## config.mk

```make
export PLATFORM = sky130hd
export DESIGN_NAME = data_mem_ctrl
export DESIGN_NICKNAME = d
export VERILOG_FILES = /design/src/rtl/mem_pkg.sv /design/src/rtl/mem_lane_align.sv /design/src/rtl/data_mem_ctrl.sv
export SDC_FILE = /design/constraint.sdc
export NUM_CORES = 1
export LEC_CHECK = 0
export BUFFER_PORTS_ARGS = -buffer_cell sky130_fd_sc_hd__buf_2
export CORE_MARGIN = 10
export CORE_UTILIZATION = 51
export DETAILED_ROUTE_END_ITERATION = 8
export HOLD_SLACK_MARGIN = 0.03
export PLACE_DENSITY = 0.81
export SLEW_MARGIN = 20
export SYNTH_ARGS = -nofsm -noshare
export SYNTH_HDL_FRONTEND = slang
export SYNTH_SLANG_ARGS = --single-unit
```

## constraint.sdc

```tcl
create_clock -name i_clock -period 3.9 [get_ports i_clock]
set_input_delay 0.195 -clock i_clock [delete_from_list [all_inputs] [get_ports i_clock]]
set_output_delay 0.195 -clock i_clock [all_outputs]
set_load 0.005 [all_outputs]
```

## src/rtl/mem_pkg.sv

```systemverilog
// Shared definitions for the data-side load/store path: funct3 codes, lane masks,
// FSM state encoding and small decode helpers.
package mem_pkg;

    localparam logic [2:0] F3_B  = 3'b000;
    localparam logic [2:0] F3_H  = 3'b001;
    localparam logic [2:0] F3_W  = 3'b010;
    localparam logic [2:0] F3_BU = 3'b100;
    localparam logic [2:0] F3_HU = 3'b101;

    localparam logic [3:0] BE_BYTE = 4'b0001;
    localparam logic [3:0] BE_HALF = 4'b0011;
    localparam logic [3:0] BE_WORD = 4'b1111;

    typedef enum logic [1:0] {
        ST_IDLE = 2'd0,
        ST_REQ  = 2'd1,
        ST_WAIT = 2'd2,
        ST_DONE = 2'd3
    } mem_state_e;

    // Stores only exist as SB/SH/SW; loads reject the three unused encodings.
    function automatic logic f3_illegal(input logic is_store, input logic [2:0] f3);
        logic bad;
        if (is_store) begin
            bad = !((f3 == F3_B) || (f3 == F3_H) || (f3 == F3_W));
        end else begin
            bad = (f3 == 3'b011) || (f3 == 3'b110) || (f3 == 3'b111);
        end
        return bad;
    endfunction

    function automatic logic f3_misaligned(input logic [2:0] f3, input logic [1:0] addr_lo);
        logic mis;
        case (f3[1:0])
            2'b01:   mis = addr_lo[0];
            2'b10:   mis = (addr_lo != 2'b00);
            default: mis = 1'b0;
        endcase
        return mis;
    endfunction

endpackage

```

## src/rtl/mem_lane_align.sv

```systemverilog
// Combinational lane steering: byte enables and replicated store data on the way
// out, byte/half selection with sign or zero extension on the way back.
module mem_lane_align
    import mem_pkg::*;
(
    input  logic [1:0]  i_addr_lo,
    input  logic [2:0]  i_funct3,
    input  logic [31:0] i_wdata,
    input  logic [31:0] i_rdata,
    output logic [3:0]  o_be,
    output logic [31:0] o_wdata,
    output logic [31:0] o_rdata
);

    logic [7:0]  w_byte;
    logic [15:0] w_half;

    always_comb begin
        o_be    = BE_WORD;
        o_wdata = i_wdata;
        case (i_funct3[1:0])
            2'b00: begin
                o_be    = BE_BYTE << i_addr_lo;
                o_wdata = {4{i_wdata[7:0]}};
            end
            2'b01: begin
                o_be    = BE_HALF << {i_addr_lo[1], 1'b0};
                o_wdata = {2{i_wdata[15:0]}};
            end
            default: ;
        endcase
    end

    always_comb begin
        w_byte = i_rdata[7:0];
        case (i_addr_lo)
            2'd1:    w_byte = i_rdata[15:8];
            2'd2:    w_byte = i_rdata[23:16];
            2'd3:    w_byte = i_rdata[31:24];
            default: w_byte = i_rdata[7:0];
        endcase
        w_half = i_addr_lo[1] ? i_rdata[31:16] : i_rdata[15:0];
    end

    always_comb begin
        o_rdata = i_rdata;
        case (i_funct3)
            F3_B:    o_rdata = {{24{w_byte[7]}}, w_byte};
            F3_BU:   o_rdata = {24'd0, w_byte};
            F3_H:    o_rdata = {{16{w_half[15]}}, w_half};
            F3_HU:   o_rdata = {16'd0, w_half};
            default: o_rdata = i_rdata;
        endcase
    end

endmodule

```

## src/rtl/data_mem_ctrl.sv

```systemverilog
// Load/store stage: req/gnt/rvalid bus handshake, lane steering, stall and timeout.
// Build option DATA_MEM_CTRL_MISALIGN_TRAP_EN: trap misaligned accesses instead of force-aligning.
module data_mem_ctrl
    import mem_pkg::*;
#(
    parameter int ADDR_W  = 32,
    parameter int TIMEOUT = 255
) (
    input  logic              i_clock,
    input  logic              i_reset,
    input  logic              i_cpu_load,
    input  logic              i_cpu_store,
    input  logic [ADDR_W-1:0] i_cpu_addr,
    input  logic [31:0]       i_cpu_wdata,
    input  logic [2:0]        i_cpu_funct3,
    output logic [31:0]       o_cpu_rdata,
    output logic              o_cpu_stall,
    output logic              o_cpu_done,
    output logic              o_mem_err,
    output logic              o_bus_req,
    output logic              o_bus_we,
    output logic [ADDR_W-1:0] o_bus_addr,
    output logic [3:0]        o_bus_be,
    output logic [31:0]       o_bus_wdata,
    input  logic              i_bus_gnt,
    input  logic              i_bus_rvalid,
    input  logic [31:0]       i_bus_rdata
);

    localparam int CNT_W = $clog2(TIMEOUT + 1);
    localparam logic [CNT_W-1:0] CNT_LAST = CNT_W'(TIMEOUT - 1);

    mem_state_e        r_state;
    mem_state_e        w_state_nxt;
    logic [ADDR_W-1:0] r_addr;
    logic [2:0]        r_f3;
    logic [31:0]       r_wdata;
    logic              r_we;
    logic [CNT_W-1:0]  r_cnt;
    logic              r_err;
    logic [31:0]       r_rdata;

    logic              w_start;
    logic              w_illegal;
    logic              w_trap;
    logic [ADDR_W-1:0] w_addr_in;
    logic              w_timeout;
    logic              w_abort;
    logic              w_err_nxt;
    logic              w_in_req;
    logic [3:0]        w_be;
    logic [31:0]       w_wdata_lane;
    logic [31:0]       w_rdata_ext;

    assign w_start   = i_cpu_load | i_cpu_store;
    assign w_illegal = f3_illegal(i_cpu_store, i_cpu_funct3);
    assign w_timeout = (r_cnt == CNT_LAST);
    assign w_in_req  = (r_state == ST_REQ);

    always_comb begin
        w_addr_in = i_cpu_addr;
`ifdef DATA_MEM_CTRL_MISALIGN_TRAP_EN
        w_trap = f3_misaligned(i_cpu_funct3, i_cpu_addr[1:0]);
`else
        // No trap: drop the offending low bits and carry on as an aligned access.
        w_trap = 1'b0;
        case (i_cpu_funct3[1:0])
            2'b01:   w_addr_in[0]   = 1'b0;
            2'b10:   w_addr_in[1:0] = 2'b00;
            default: ;
        endcase
`endif
    end

    mem_lane_align u_lane (
        .i_addr_lo (r_addr[1:0]),
        .i_funct3  (r_f3),
        .i_wdata   (r_wdata),
        .i_rdata   (i_bus_rdata),
        .o_be      (w_be),
        .o_wdata   (w_wdata_lane),
        .o_rdata   (w_rdata_ext)
    );

    always_comb begin
        w_state_nxt = r_state;
        w_err_nxt   = 1'b0;
        w_abort     = 1'b0;
        case (r_state)
            ST_IDLE: begin
                if (w_start) begin
                    if (w_illegal || w_trap) begin
                        w_state_nxt = ST_DONE;
                        w_err_nxt   = 1'b1;
                    end else begin
                        w_state_nxt = ST_REQ;
                    end
                end
            end
            ST_REQ: begin
                if (i_bus_gnt) begin
                    w_state_nxt = r_we ? ST_DONE : ST_WAIT;
                end else if (w_timeout) begin
                    w_state_nxt = ST_DONE;
                    w_err_nxt   = 1'b1;
                    w_abort     = 1'b1;
                end
            end
            ST_WAIT: begin
                if (i_bus_rvalid) begin
                    w_state_nxt = ST_DONE;
                end else if (w_timeout) begin
                    w_state_nxt = ST_DONE;
                    w_err_nxt   = 1'b1;
                    w_abort     = 1'b1;
                end
            end
            ST_DONE: w_state_nxt = ST_IDLE;
            default: w_state_nxt = ST_IDLE;
        endcase
    end

    always_ff @(posedge i_clock or posedge i_reset) begin
        if (i_reset) begin
            r_state <= ST_IDLE;
            r_addr  <= '0;
            r_f3    <= 3'b000;
            r_wdata <= 32'd0;
            r_we    <= 1'b0;
            r_cnt   <= '0;
            r_err   <= 1'b0;
            r_rdata <= 32'd0;
        end else begin
            r_state <= w_state_nxt;
            r_cnt   <= (r_state == ST_REQ || r_state == ST_WAIT) ? r_cnt + CNT_W'(1) : '0;
            if (w_state_nxt == ST_DONE && r_state != ST_DONE) begin
                r_err <= w_err_nxt;
            end
            if (r_state == ST_IDLE && w_start) begin
                r_addr  <= w_addr_in;
                r_f3    <= i_cpu_funct3;
                r_wdata <= i_cpu_wdata;
                r_we    <= i_cpu_store;
            end
            if (w_abort) begin
                r_rdata <= 32'd0;
            end else if (r_state == ST_WAIT && i_bus_rvalid) begin
                r_rdata <= w_rdata_ext;
            end
        end
    end

    // Bus qualifiers are only driven while the request is outstanding.
    assign o_bus_req   = w_in_req;
    assign o_bus_we    = w_in_req & r_we;
    assign o_bus_addr  = w_in_req ? {r_addr[ADDR_W-1:2], 2'b00} : '0;
    assign o_bus_be    = w_in_req ? w_be : 4'b0000;
    assign o_bus_wdata = w_in_req ? w_wdata_lane : 32'd0;

    assign o_cpu_rdata = r_rdata;
    assign o_cpu_done  = (r_state == ST_DONE);
    assign o_mem_err   = (r_state == ST_DONE) & r_err;
    assign o_cpu_stall = w_start && (r_state != ST_DONE);

endmodule

```

==> out/results.ini <==
[run_status]
outcome=complete, but fails checks
failed_checks=negative hold slack

[timing]
slew_viol_final=0
max_freq_mhz=357
fin_ws_ns=1.10
timing.final.crit_share_pct=71.8
relSlewSlack_pct=30.5
tightest_slew_ns=1.04
rsz0062_at_grt=no
setup_viol=0
finalHoldViolations=25
whs_ns=-0.0213
skew_ns=0.00554
period_needed_ns=2.80
finalSetupTns_ns=0

[synth]
synth_xor_area_share_pct=0.579
netlist_instances=587
synthAdderAreaFrac_pct=2.48
synth_top_area_share_pct=45.9
synth_top_area_cell=dfrtp_1
synth_compound_area_share_pct=15.3
netlist_area_sq_mm=0.00605
yosysSeqAreaShare_pct=45.9
ys_ff_latch=111
synth_top_family_by_area=multiplexers
synth.area.mux_share_pct=15.6
syn_avg_cell_area_sq_um=10.3
synth-simple-area-share_pct=15.2
yosysWarnings=0
ys_top_cells_by_area=dfrtp_1 46%, mux2_2 11%, and2_1 4.5%
synth_cell_types=61

[routing]
wl_mm=17.9
drcViolationCount=0
wl_per_cell_microns=19.6
ant_nets=0
vias=5136
first_iter_violations=449
firstDrtPassIters=7
via_per_inst=5.61

[setup_path]
rrSetupSlack_ns=1.10
worstPathRequired_ns=4.17
path_class=reg2reg
worstPathArrival_ns=3.07
cp-start-kind=flip-flop
timing.rr.start=r_state[1]$_DFF_PP0_
rr_worst_depth=8
regToRegEndpoint=o_cpu_rdata[27]$_DFFE_PP0P_
worstSetupEndpointType=flip-flop
critPathMaxFanout=45

[floorplanning]
die_x_microns=129
core_sq_mm=0.0115
row_count=39
start_util_pct=52.6
io_pins=210
chipHeight_microns=129
die_area_sq_mm=0.0166

[clocking]
cts_setup_buffers=0
clock_path_buffers=2
clkSinkCount=111
cts_resized=0
cts_tree=done
htreeDepth=3
ctsHoldBuffers=0
clk_pin_slew_ns=0.07
insertion_delay_ns=0.35
numCtsBuffers=9
clockRootBuffer=clkbuf_16

[placed_design]
gp_routability_congestion=0.894
dp_hpwl_mm=13.4
place.port_buffers=207
place_ws_ns=1.15

[finish]
fin_nets=886
diodes=0
synthToLayoutAreaGrowth_pct=21.5
drive_gt1_share_pct=40.0

[pwr]
power_leakage_nw=3.69
ir_drop_mv=0.489
power_mw=5.76
p_per_area_mw_per_mm2=784

[global_routing]
antenna_found_initial=1
grt_max_degree=85
grt_pass1_vias=5547
grt_pass1_wl_mm=28.8
grt_overflow=0
grt.total_usage_pct=21.6

[min_path]
hold_path_class=in2async

[run]
max_cap_violations=0

==> cell families (layout without fill, tap and decap cells) <==
group / after synthesis / count (layout)
muxes: 86 / 86
DFF: 111 / 111
and+or+nand+nor: 184 / 184
AOI/OAI and AO/OA: 135 / 135
buffers and inverters: 54 / 239
adders and majority gates: 12 / 12
xor gates and xnor gates: 4 / 4
other: 1 / 2
==> sequential cells by signal, indices dropped and copies added, names as in the netlist <==
| signal | cells |
|---|---|
| r_f3 | 3 |
| o_cpu_rdata | 32 |
| r_we | 1 |
| r_state | 2 |
| r_cnt | 8 |
| r_wdata | 32 |
| r_err | 1 |
| r_addr | 32 |
==> worst max-delay path, stage by stage, from the launching register on <==
cell and delay (ns):
dfrtp_1 0.46, inv_1 0.12, ha_1 0.19, buf_4 0.25, inv_2 0.43, o22ai_4 0.17
a32oi_4 0.82, nand2_1 0.14, o21ai_0 0.11
==> cell usage after synthesis (all sizes together) <==
master	n
dfrtp	111
nand2	72
mux2	65
a21oi	45
o21ai	45
and2	44
nor2	37
buf	32
mux2i	21
inv	13
ha	12
nand2b	10
clkbuf	9
a211oi	8
a31oi	7
nor2b	7
nand3	6
o22ai	5
a221oi	4
a22o	4
xnor2	3
a21boi	2
a32oi	2
o211a	2
o211ai	2
o21a	2
or3	2
a211o	1
a21o	1
a2bb2oi	1
a31o	1
and3	1
conb	1
nand4	1
nor3	1
nor3b	1
nor4b	1
o22a	1
o2bb2ai	1
o31ai	1
or2	1
xor2	1
==> area by class of cell <==
class	instances	area, sq um
inverters	13	53.8
well taps	143	179
clock inverters	4	47.5
fillers	936	4170
flip-flops and latches	111	2780
clock buffers	11	233
multi-input cells	423	2990
repair buffers	211	1070
==> power by group <==
group | total, mW | leakage (nW) | internal (mW) | switching (mW)
Combinational | 2.65 | 2.20 | 1.27 | 1.38
Clock | 0.917 | 0.135 | 0.494 | 0.423
Sequential | 2.19 | 1.36 | 1.68 | 0.511
==> worst max-delay path by stage <==
| stage | startpoint | to | slack [ns] | cells after the start |
|---|---|---|---|---|
| 6_report | r_state[1]$_DFF_PP0_ | o_cpu_rdata[27]$_DFFE_PP0P_ | 1.10 | 8 |
| 5_1_grt | r_state[1]$_DFF_PP0_ | o_cpu_rdata[31]$_DFFE_PP0P_ | 0.85 | 8 |
| 4_1_cts | r_state[1]$_DFF_PP0_ | o_cpu_rdata[27]$_DFFE_PP0P_ | 1.13 | 8 |
| 3_5_place_dp | r_state[1]$_DFF_PP0_ | o_cpu_rdata[27]$_DFFE_PP0P_ | 1.15 | 8 |
| 3_3_place_gp | r_state[1]$_DFF_PP0_ | o_cpu_rdata[3]$_DFFE_PP0P_ | 1.27 | 7 |
| 2_1_floorplan | i_reset | o_cpu_rdata[0]$_DFFE_PP0P_ | 0.77 | 1 |
==> per-layer routing <==
layer	track usage [%]	vias up	part of all wire [%]
li1	-	2380	-
met1	24.0	2459	38
met2	36.1	255	48
met3	8.62	40	11
met4	9.43	2	2.6
met5	0	-	0.089
==> per-stage QoR <==
stage                     hold WS, ns  utilization [%]  instances  area [sq um]
after detailed placement        0.414             61.4        901          7070
after global placement          0.409             61.4        901          7070
after global routing           0.0396             63.8        916          7350
final                         -0.0213             63.8        916          7350
after floorplan                 0.327                -        588          6060
after CTS                      0.0419             63.8        916          7350
==> placed cells by master, fill, tap and decap left out, drive strengths merged, types with 13 or more instances in the layout <==
cell,netlist,routed
buf,32,211
mux2,65,65
nand2,72,72
a21oi,45,45
nor2,37,37
and2,44,44
mux2i,21,21
dfrtp,111,111
inv,13,13
o21ai,45,45
Power figures use the tool's default switching activity.
